==> config.mk <==
export PLATFORM = sky130hd
export DESIGN_NAME = mult_share_arbiter
export DESIGN_NICKNAME = d
export VERILOG_FILES = /design/src/rtl/mult_share_arbiter.sv
export SDC_FILE = /design/constraint.sdc
export NUM_CORES = 1
export LEC_CHECK = 0
export CORE_UTILIZATION = 41
export CTS_BUF_LIST = sky130_fd_sc_hd__clkbuf_4 sky130_fd_sc_hd__clkbuf_8
export CTS_CLUSTER_DIAMETER = 40
export DETAILED_ROUTE_END_ITERATION = 10
export MAX_ROUTING_LAYER = met4
export PLACE_DENSITY = 0.82
export SYNTH_ARGS = -nofsm -noshare
export SYNTH_HDL_FRONTEND = slang
export SYNTH_SLANG_ARGS = --single-unit
export TNS_END_PERCENT = 1
==> constraint.sdc <==
create_clock -name SYS_CLOCK -period 2 [get_ports SYS_CLOCK]
set_input_delay 0.5 -clock SYS_CLOCK [delete_from_list [all_inputs] [get_ports SYS_CLOCK]]
set_output_delay 0.5 -clock SYS_CLOCK [all_outputs]
set_load 0.02 [all_outputs]
==> src/rtl/mult_share_arbiter.sv <==
// Round-robin arbiter sharing one sequential multiplier among NUM_REQ requesters.
// Optional watchdog enabled by defining MULT_ARB_TIMEOUT_EN.
module mult_share_arbiter #(
  parameter int unsigned NUM_REQ     = 4,
  parameter int unsigned A_W         = 3,
  parameter int unsigned B_W         = 3,
  parameter int unsigned P_W         = 6,
  parameter int unsigned TIMEOUT_CYC = 32
) (
  input  logic                   SYS_CLOCK,
  input  logic                   FSM_ARESET,
  input  logic [NUM_REQ-1:0]     REQ,
  input  logic [NUM_REQ*A_W-1:0] REQ_A,
  input  logic [NUM_REQ*B_W-1:0] REQ_B,
  output logic [NUM_REQ-1:0]     GNT,
  output logic [NUM_REQ-1:0]     DONE,
  output logic [P_W-1:0]         RESULT,
  output logic                   BUSY,
  output logic                   ERR,
  output logic                   M_GO,
  output logic [A_W-1:0]         M_A,
  output logic [B_W-1:0]         M_B,
  input  logic                   M_READY,
  input  logic [P_W-1:0]         M_F
);

  localparam int unsigned IDX_W = (NUM_REQ > 1) ? $clog2(NUM_REQ) : 1;

  if (P_W != A_W + B_W) begin : g_bad_pw
    $error("P_W must equal A_W+B_W");
  end
  if (NUM_REQ < 2 || NUM_REQ > 8) begin : g_bad_num_req
    $error("NUM_REQ must be in 2..8");
  end
  if (TIMEOUT_CYC < 2) begin : g_bad_timeout
    $error("TIMEOUT_CYC must be at least 2");
  end

  typedef enum logic [2:0] {
    IDLE,
    ISSUE,
    WAIT_START,
    WAIT_DONE,
    RESPOND
  } state_t;

  state_t             state, state_nxt;
  logic [IDX_W-1:0]   ptr, ptr_nxt;
  logic [IDX_W-1:0]   winner, winner_nxt;
  logic [IDX_W-1:0]   pick;
  logic               pick_valid;
  int unsigned        scan;
  logic [IDX_W-1:0]   scan_idx;
  logic [A_W-1:0]     m_a_nxt;
  logic [B_W-1:0]     m_b_nxt;
  logic [P_W-1:0]     result_nxt;
  logic [NUM_REQ-1:0] win_oh;

  // First set request at or above the pointer, wrapping past NUM_REQ-1.
  always_comb begin
    pick       = '0;
    pick_valid = 1'b0;
    scan       = 0;
    scan_idx   = '0;
    for (int unsigned k = 0; k < NUM_REQ; k++) begin
      scan = 32'(ptr) + k;
      if (scan >= NUM_REQ) scan = scan - NUM_REQ;
      scan_idx = IDX_W'(scan);
      if (!pick_valid && REQ[scan_idx]) begin
        pick       = scan_idx;
        pick_valid = 1'b1;
      end
    end
  end

`ifdef MULT_ARB_TIMEOUT_EN
  localparam int unsigned CNT_W = $clog2(TIMEOUT_CYC + 1);
  logic [CNT_W-1:0] cnt, cnt_nxt;
  logic             timeout_hit;
`endif

  always_comb begin
    state_nxt  = state;
    winner_nxt = winner;
    ptr_nxt    = ptr;
    m_a_nxt    = M_A;
    m_b_nxt    = M_B;
    result_nxt = RESULT;
    unique case (state)
      IDLE: begin
        if (pick_valid && M_READY) begin
          state_nxt  = ISSUE;
          winner_nxt = pick;
          m_a_nxt    = REQ_A[pick*A_W +: A_W];
          m_b_nxt    = REQ_B[pick*B_W +: B_W];
        end
      end
      ISSUE:      state_nxt = WAIT_START;
      WAIT_START: if (!M_READY) state_nxt = WAIT_DONE;
      WAIT_DONE: begin
        if (M_READY) begin
          result_nxt = M_F;
          state_nxt  = RESPOND;
        end
      end
      RESPOND: begin
        state_nxt = IDLE;
        ptr_nxt   = (winner == IDX_W'(NUM_REQ - 1)) ? '0 : winner + IDX_W'(1);
        m_a_nxt   = '0;
        m_b_nxt   = '0;
      end
      default: state_nxt = IDLE;
    endcase
`ifdef MULT_ARB_TIMEOUT_EN
    timeout_hit = 1'b0;
    cnt_nxt     = cnt;
    if (state_nxt == ISSUE) begin
      cnt_nxt = '0;
    end else if (state == WAIT_START || state == WAIT_DONE) begin
      cnt_nxt = cnt + CNT_W'(1);
      // A genuine completion on the limit cycle wins over the watchdog.
      if (cnt >= CNT_W'(TIMEOUT_CYC - 1) && state_nxt != RESPOND) begin
        timeout_hit = 1'b1;
        state_nxt   = RESPOND;
        result_nxt  = '0;
      end
    end
`endif
  end

  assign win_oh = NUM_REQ'(1) << winner_nxt;

  // Outputs are registered from the next-state decode so they line up with the state.
  always_ff @(posedge SYS_CLOCK) begin
    if (FSM_ARESET) begin
      state  <= IDLE;
      ptr    <= '0;
      winner <= '0;
      GNT    <= '0;
      DONE   <= '0;
      RESULT <= '0;
      BUSY   <= 1'b0;
      M_GO   <= 1'b0;
      M_A    <= '0;
      M_B    <= '0;
    end else begin
      state  <= state_nxt;
      ptr    <= ptr_nxt;
      winner <= winner_nxt;
      GNT    <= (state_nxt == ISSUE) ? win_oh : '0;
      DONE   <= (state_nxt == RESPOND) ? win_oh : '0;
      RESULT <= result_nxt;
      BUSY   <= (state_nxt != IDLE);
      M_GO   <= (state_nxt == ISSUE);
      M_A    <= m_a_nxt;
      M_B    <= m_b_nxt;
    end
  end

`ifdef MULT_ARB_TIMEOUT_EN
  always_ff @(posedge SYS_CLOCK) begin
    if (FSM_ARESET) begin
      cnt <= '0;
      ERR <= 1'b0;
    end else begin
      cnt <= cnt_nxt;
      ERR <= timeout_hit;
    end
  end
`else
  assign ERR = 1'b0;
`endif

endmodule

==> impl_results.md, run 1 <==
- Status: finished, final reports clean
- Final Hold Viols: 0
- Mapped Cells: 120
- Initial Util: 43.7%
- Pwr dens: 638 nW/um^2
- Post-Syn Area: 1220 um^2
- Antenna Nets Post-Route: 0
- Vias in the first global route: 1226
- Post-synth ARST share: 0%
- Cts bufs inserted: 5
- Startpoint Class: input port
- Post-cts sizing count: 0
- Setup crit end: DONE[1]$_SDFF_PP0_
- Area growth, synth to finish: 64.1%
- Reg clk slew, reported paths: 80 ps
- Reg2reg setup slack: 390 ps
- Net Count, Synth: 158
- CTS tree: built
- Total power: 1270 uW
- CTS hold repair buffers: 0
- DRT iter0 DRCs: 23
- Max-cap viol count: 0
- Drt total wl: 3270 um
- Hpwl dp: 2520 um
- Number of port buffers: 58
- Die Y: 56.5 um
- Synthesis-stage register bit count: 29
- Cell area after layout: 2000 um^2
- Filler instances: 204
- Number of diodes: 0
- Final net count: 232
- Max-slew violations: 0
- RePlAce Congestion: 0.861
- EDFF count, synth: 0
- Register area share after synthesis: 47.7%
- Crit share post-route: 96.6%
- Via count: 1164
- Postcts setup bufs: 0
- Crit path kind: in2reg
- Wire length per cell: 14.5 um
- Reg2reg start: state[2]$_SDFF_PP0_
- Std-Cell Rows: 19
- Slowest cell on the critical path: or4_4
- # setup viols final: 0
- VDD IR max: 0.471 mV
- WP data required: 2250 ps
- GRT Residual Overflow: 0
- Post-synth top flop: dfxtp_1
- Post-route DRC violation count: 0
- Die outline area: 3190 um^2
- Setup TNS: 0 ps
- Largest net degree at the start of global routing: 18
- Syn. warnings: 0
- Bufs on Longest Clock Path: 2
- CP Depth: 5
- Critical path capture point type: register
- Overall routing resource usage: 22.8%
- Clk root buf: clkbuf_4
- Peak Freq: 518 MHz
- Die Span X: 56.5 um
- H-tree levels: 2
- Pre-antenna DRT Iters: 4
- Num ports: 60
- Pleak: 0.000822 uW
- CP bufs+invs: 1
- Crit path DAT: 2180 ps
- Distinct cells, synth: 32
- HP Class: reg2reg
- Clock Skew: 6.52 ps
- Fin crit period: 1930 ps
- Clock sink count: 29
- R2R depth: 6
- DR vias/cell: 5.17
- Share of layout cells above drive strength 1: 16.0%
- Worst path max stage delay: 580 ps
- Crit-path max FO: 5
- Skew-Pair Late Insertion Delay: 330 ps
- Synthesized area per cell: 10.1 um^2
- Antenna violations before repair: 0
- Cells after DPL: 218
- FF-to-FF End: M_A[2]$_SDFFE_PP0P_
- Placed Area: 1920 um^2
- CP delay by family, top: simple AND/OR/NAND/NOR gates
- Crit path cell chain: clkdlybuf4s50_1 -> or4_4 -> nand3_4 -> mux2_4 -> nor4_2
- CP Launch Point: REQ[0]
- Core area: 2780 um^2
- Layout Cells excl Fill: 225
- Final core area utilization: 71.7%
- Global-route wire length before repair: 5290 um
==> synthesized netlist by cell type (all sizes together) (2+ instances only) <==
master / n / area (um^2)
dfxtp: 29 / 581
mux2i: 20 / 200
nor2: 16 / 62.6
nand2: 9 / 33.8
a21oi: 7 / 50.1
o221ai: 6 / 52.6
nand2b: 4 / 25.0
and3: 3 / 18.8
buf: 3 / 17.5
inv: 3 / 11.3
nand3: 3 / 32.5
nor4: 3 / 25.0
a211oi: 2 / 15.0
clkbuf: 2 / 11.3
==> through the flow <==
step	hold WS [ps]	worst slack [ps]
3_3_place_gp	444	-298
5_1_grt	519	-22.2
6_report	471	67.8
2_1_floorplan	471	194
3_5_place_dp	455	-343
4_1_cts	474	16.3
==> layer usage <==
| layer | global-route usage [%] | up-vias | share of wire (%) |
|---|---|---|---|
| li1 | - | 574 | - |
| met1 | 23.8 | 537 | 40 |
| met2 | 37.1 | 46 | 50 |
| met3 | 9.22 | 7 | 7.5 |
| met4 | 11.5 | 0 | 1.8 |
| met5 | - | - | 0 |
==> cell families after synthesis <==
kind of cell | Yosys count | synth area share (%)
and+or+nand+nor | 41 | 18.1
DFF | 29 | 47.7
muxes | 21 | 17.4
AOI/OAI and AO/OA | 19 | 12.1
buffers and inverters | 8 | 3.29
adders and majority gates | 1 | 1.03
other | 1 | 0.308
==> worst min-delay path: stages, from the launching register on <==
cell and delay [ps]:
dfxtp_1 330, nand2_1 50, o221ai_1 50
==> state kept, by name, indices dropped and copies added, names as in the netlist <==
name    flops
DONE        4
GNT         4
BUSY        1
M_GO        1
RESULT      6
M_A         3
winner      2
M_B         3
state       3
ptr         2
==> worst min-delay path by stage <==
stage | start | end | slack (ps) | cells after the start
after floorplan | ptr[0]$_SDFFE_PP0P_ | ptr[0]$_SDFFE_PP0P_ | 470 | 2
after global placement | M_A[1]$_SDFFE_PP0P_ | M_A[1]$_SDFFE_PP0P_ | 440 | 2
after detailed placement | M_B[0]$_SDFFE_PP0P_ | M_B[0]$_SDFFE_PP0P_ | 450 | 2
after CTS | M_B[0]$_SDFFE_PP0P_ | M_B[0]$_SDFFE_PP0P_ | 470 | 2
after global routing | M_B[2]$_SDFFE_PP0P_ | M_B[2]$_SDFFE_PP0P_ | 520 | 2
final | M_A[1]$_SDFFE_PP0P_ | M_A[1]$_SDFFE_PP0P_ | 470 | 2
==> layout make-up <==
cell class,count,area [um^2],area share [%]
timing repair buffer,72,698,35.0
clock buffer,7,58.8,2.95
multi-input combinational,83,608,30.5
inverter,3,11.3,0.564
sequential,29,581,29.1
tap,31,38.8,1.94
==> power by group <==
group          internal, uW  switching [uW]
Clock                   179             189
Combinational           163             123
Sequential              604            15.5
Total                   945             327
==> layout by cell type (no fill, tap or decap), drive strengths merged, types with 2 or more instances in the layout <==
master,instances
clkdlybuf4s50,58
dfxtp,29
mux2i,20
nor2,16
buf,14
nand2,9
clkbuf,7
a21oi,7
o221ai,6
nand2b,4
inv,3
and3,3
nor4,3
nand3,3
a211oi,2
Power figures use the tool's default switching activity.
==> run 2: changes to the inputs <==
Settings changed: TNS_END_PERCENT 1 to 30.
==> results of run 2 <==
Same layout as run 1: the final DEF is identical, and so are final timing and power.
==> run 3: changes to the inputs <==
Settings changed: MAX_ROUTING_LAYER met4 to unset.
==> run 3 against run 2 <==
Against the previous run:
- global-route usage is 0.62 points lower
- register-to-register slack is essentially flat
- highest routed layer unchanged
- clock skew grew 1.8 ps
- critical path type unchanged
- final cell count stayed put
- clock power barely moved
==> impl_results.md, run 3 (synthesis gave the netlist of run 1 again) <==
- Status: finished, final reports clean (unchanged)
- Postcts setup bufs: 0 (unchanged)
- Clock Skew: 8.35 ps (was 6.52 ps)
- Antenna Nets Post-Route: 0 (unchanged)
- Number of port buffers: 58 (unchanged)
- Crit path DAT: 2180 ps (about the same)
- Skew-Pair Late Insertion Delay: 330 ps (about the same)
- DR vias/cell: 5.16 (was 5.17)
- Layout Cells excl Fill: 225 (unchanged)
- WP data required: 2250 ps (about the same)
- Clock sink count: 29 (unchanged)
- Hpwl dp: 2520 um (unchanged)
- HP Class: reg2reg (unchanged)
- Std-Cell Rows: 19 (unchanged)
- Wire length per cell: 14.7 um (was 14.5 um)
- Initial Util: 43.7% (unchanged)
- Worst path max stage delay: 580 ps (about the same)
- Reg area: 581 um^2 (unchanged)
- Reg2reg start: state[2]$_SDFF_PP0_ (unchanged)
- Global-route wire length before repair: 5290 um (unchanged)
- CP delay by family, top: simple AND/OR/NAND/NOR gates (unchanged)
- Drt total wl: 3310 um (was 3270 um)
- Crit path kind: in2reg (unchanged)
- Num ports: 60 (unchanged)
- Commonest non-fill, non-tap cell in the layout: clkdlybuf4s50_1 (unchanged)
- R2R depth: 6 (unchanged)
- DRT iter0 DRCs: 24 (was 23)
- Die Span X: 56.5 um (unchanged)
- Min-Delay Startpoint: M_A[1]$_SDFFE_PP0P_ (unchanged)
- Clk root buf: clkbuf_4 (unchanged)
- Crit-path max FO: 5 (unchanged)
- WHS: 472 ps (was 471 ps)
- Crit share post-route: 96.6% (about the same)
- Final Hold Viols: 0 (unchanged)
- Worst setup margin: 67.7 ps (was 67.8 ps)
- Share of layout cells above drive strength 1: 16.0% (unchanged)
- Slowest cell on the critical path: or4_4 (unchanged)
- Number of diodes: 0 (unchanged)
- # setup viols final: 0 (unchanged)
- Via count: 1162 (was 1164)
- FF-to-FF End: M_A[2]$_SDFFE_PP0P_ (unchanged)
- RePlAce Congestion: 0.848 (was 0.861)
- GRT Residual Overflow: 0 (unchanged)
- Pwr dens: 639 nW/um^2 (was 638 nW/um^2)
- Crit path cell chain: clkdlybuf4s50_1 -> or4_4 -> nand3_4 -> mux2_4 -> nor4_2 (unchanged)
- Top reg by flops: RESULT (unchanged)
- Critical path capture point type: register (unchanged)
- Worst Hold Path EP: M_A[1]$_SDFFE_PP0P_ (unchanged)
- Max reg flops: 6 (unchanged)
- Cells after DPL: 218 (unchanged)
- Bufs on Longest Clock Path: 2 (unchanged)
- VDD IR max: 0.471 mV (about the same)
- Pre-antenna DRT Iters: 4 (unchanged)
- Overall routing resource usage: 22.2% (was 22.8%)
- Area growth, synth to finish: 64.1% (unchanged)
- Worst Hold Depth: 2 (unchanged)
- Largest regs: RESULT: 6 flops, DONE: 4 flops, GNT: 4 flops (unchanged)
- Final core area utilization: 71.7% (unchanged)
- Post-route DRC violation count: 0 (unchanged)
- Final net count: 232 (unchanged)
- Cts bufs inserted: 5 (unchanged)
- Area of the multi-input gates: 608 um^2 (unchanged)
- Core area: 2780 um^2 (unchanged)
- Max-cap viol count: 0 (unchanged)
- Startpoint Class: input port (unchanged)
- Reg2reg setup slack: 380 ps (was 390 ps)
- Largest net degree at the start of global routing: 18 (unchanged)
- Fin crit period: 1930 ps (about the same)
- Vias in the first global route: 1226 (unchanged)
- H-tree levels: 2 (unchanged)
- Placed Area: 1920 um^2 (unchanged)
- Reg clk slew, reported paths: 80 ps (about the same)
- Die outline area: 3190 um^2 (unchanged)
- Most frequent cells in the layout: 58 x clkdlybuf4s50_1, 29 x dfxtp_1, 20 x mux2i_1, 15 x nor2_1, 13 x buf_4 (unchanged)
- Place WS: -343 ps (unchanged)
- Die Y: 56.5 um (unchanged)
- Pleak: 0.000822 uW (unchanged)
- CTS tree: built (unchanged)
- Filler instances: 204 (unchanged)
- CP bufs+invs: 1 (unchanged)
- Cell area after layout: 2000 um^2 (unchanged)
- Max-slew violations: 0 (unchanged)
- Peak Freq: 518 MHz (about the same)
- Antenna violations before repair: 0 (unchanged)
## run 3: cell counts in the layout (fill, tap and decap cells not counted)
No cell type changed its count.
## run 3: area by class of cell
class	instances	area share, %
repair buffers	72	35.0
multi-input cells	83	30.5
clock buffers	7	2.95
well taps	31	1.94
flip-flops and latches	29	29.1
inverters	3	0.564
## run 3: worst max-delay path by stage
stage                        from             endpoint  cells after the start
after floorplan            REQ[0]   DONE[1]$_SDFF_PP0_                      4
after global placement     REQ[0]   DONE[1]$_SDFF_PP0_                      5
after detailed placement   REQ[0]   DONE[1]$_SDFF_PP0_                      5
after CTS                  REQ[0]   DONE[1]$_SDFF_PP0_                      5
after global routing      M_READY  M_A[2]$_SDFFE_PP0P_                      7
final                      REQ[0]   DONE[1]$_SDFF_PP0_                      5
## run 3: worst register-to-register path, stage by stage (launching register included)
cell and delay, ps:
dfxtp_1 390, nor2b_1 280, nand3_4 150, nor2_1 240, nand2_1 100, buf_4 180
o221ai_1 190
## run 3: power by group
part	switching [uW]	internal, uW
clock	190	179
sequential	15.7	604
combinational	123	163
total	329	945
## run 3: repair_timing
action                     CTS  global route
setup endpoints to repair    0             6
hold buffers                 0             0
gates resized for setup      0             3
## run 3: routing by layer
metal	vias up	part of all wire, %	track usage (%)
met5	-	0	0
met4	0	1.9	11.5
met3	7	7.7	10.4
met2	40	50	37.1
met1	542	40	23.1
li1	573	-	-
## run 3: stage by stage
| stage | setup TNS (ps) | power [uW] |
|---|---|---|
| detailed placement | -3940 | 914 |
| CTS | 0 | 1280 |
| global placement | -3660 | 904 |
| floorplan | 0 | 754 |
| finish | 0 | 1270 |
| global route | -28.2 | 1330 |
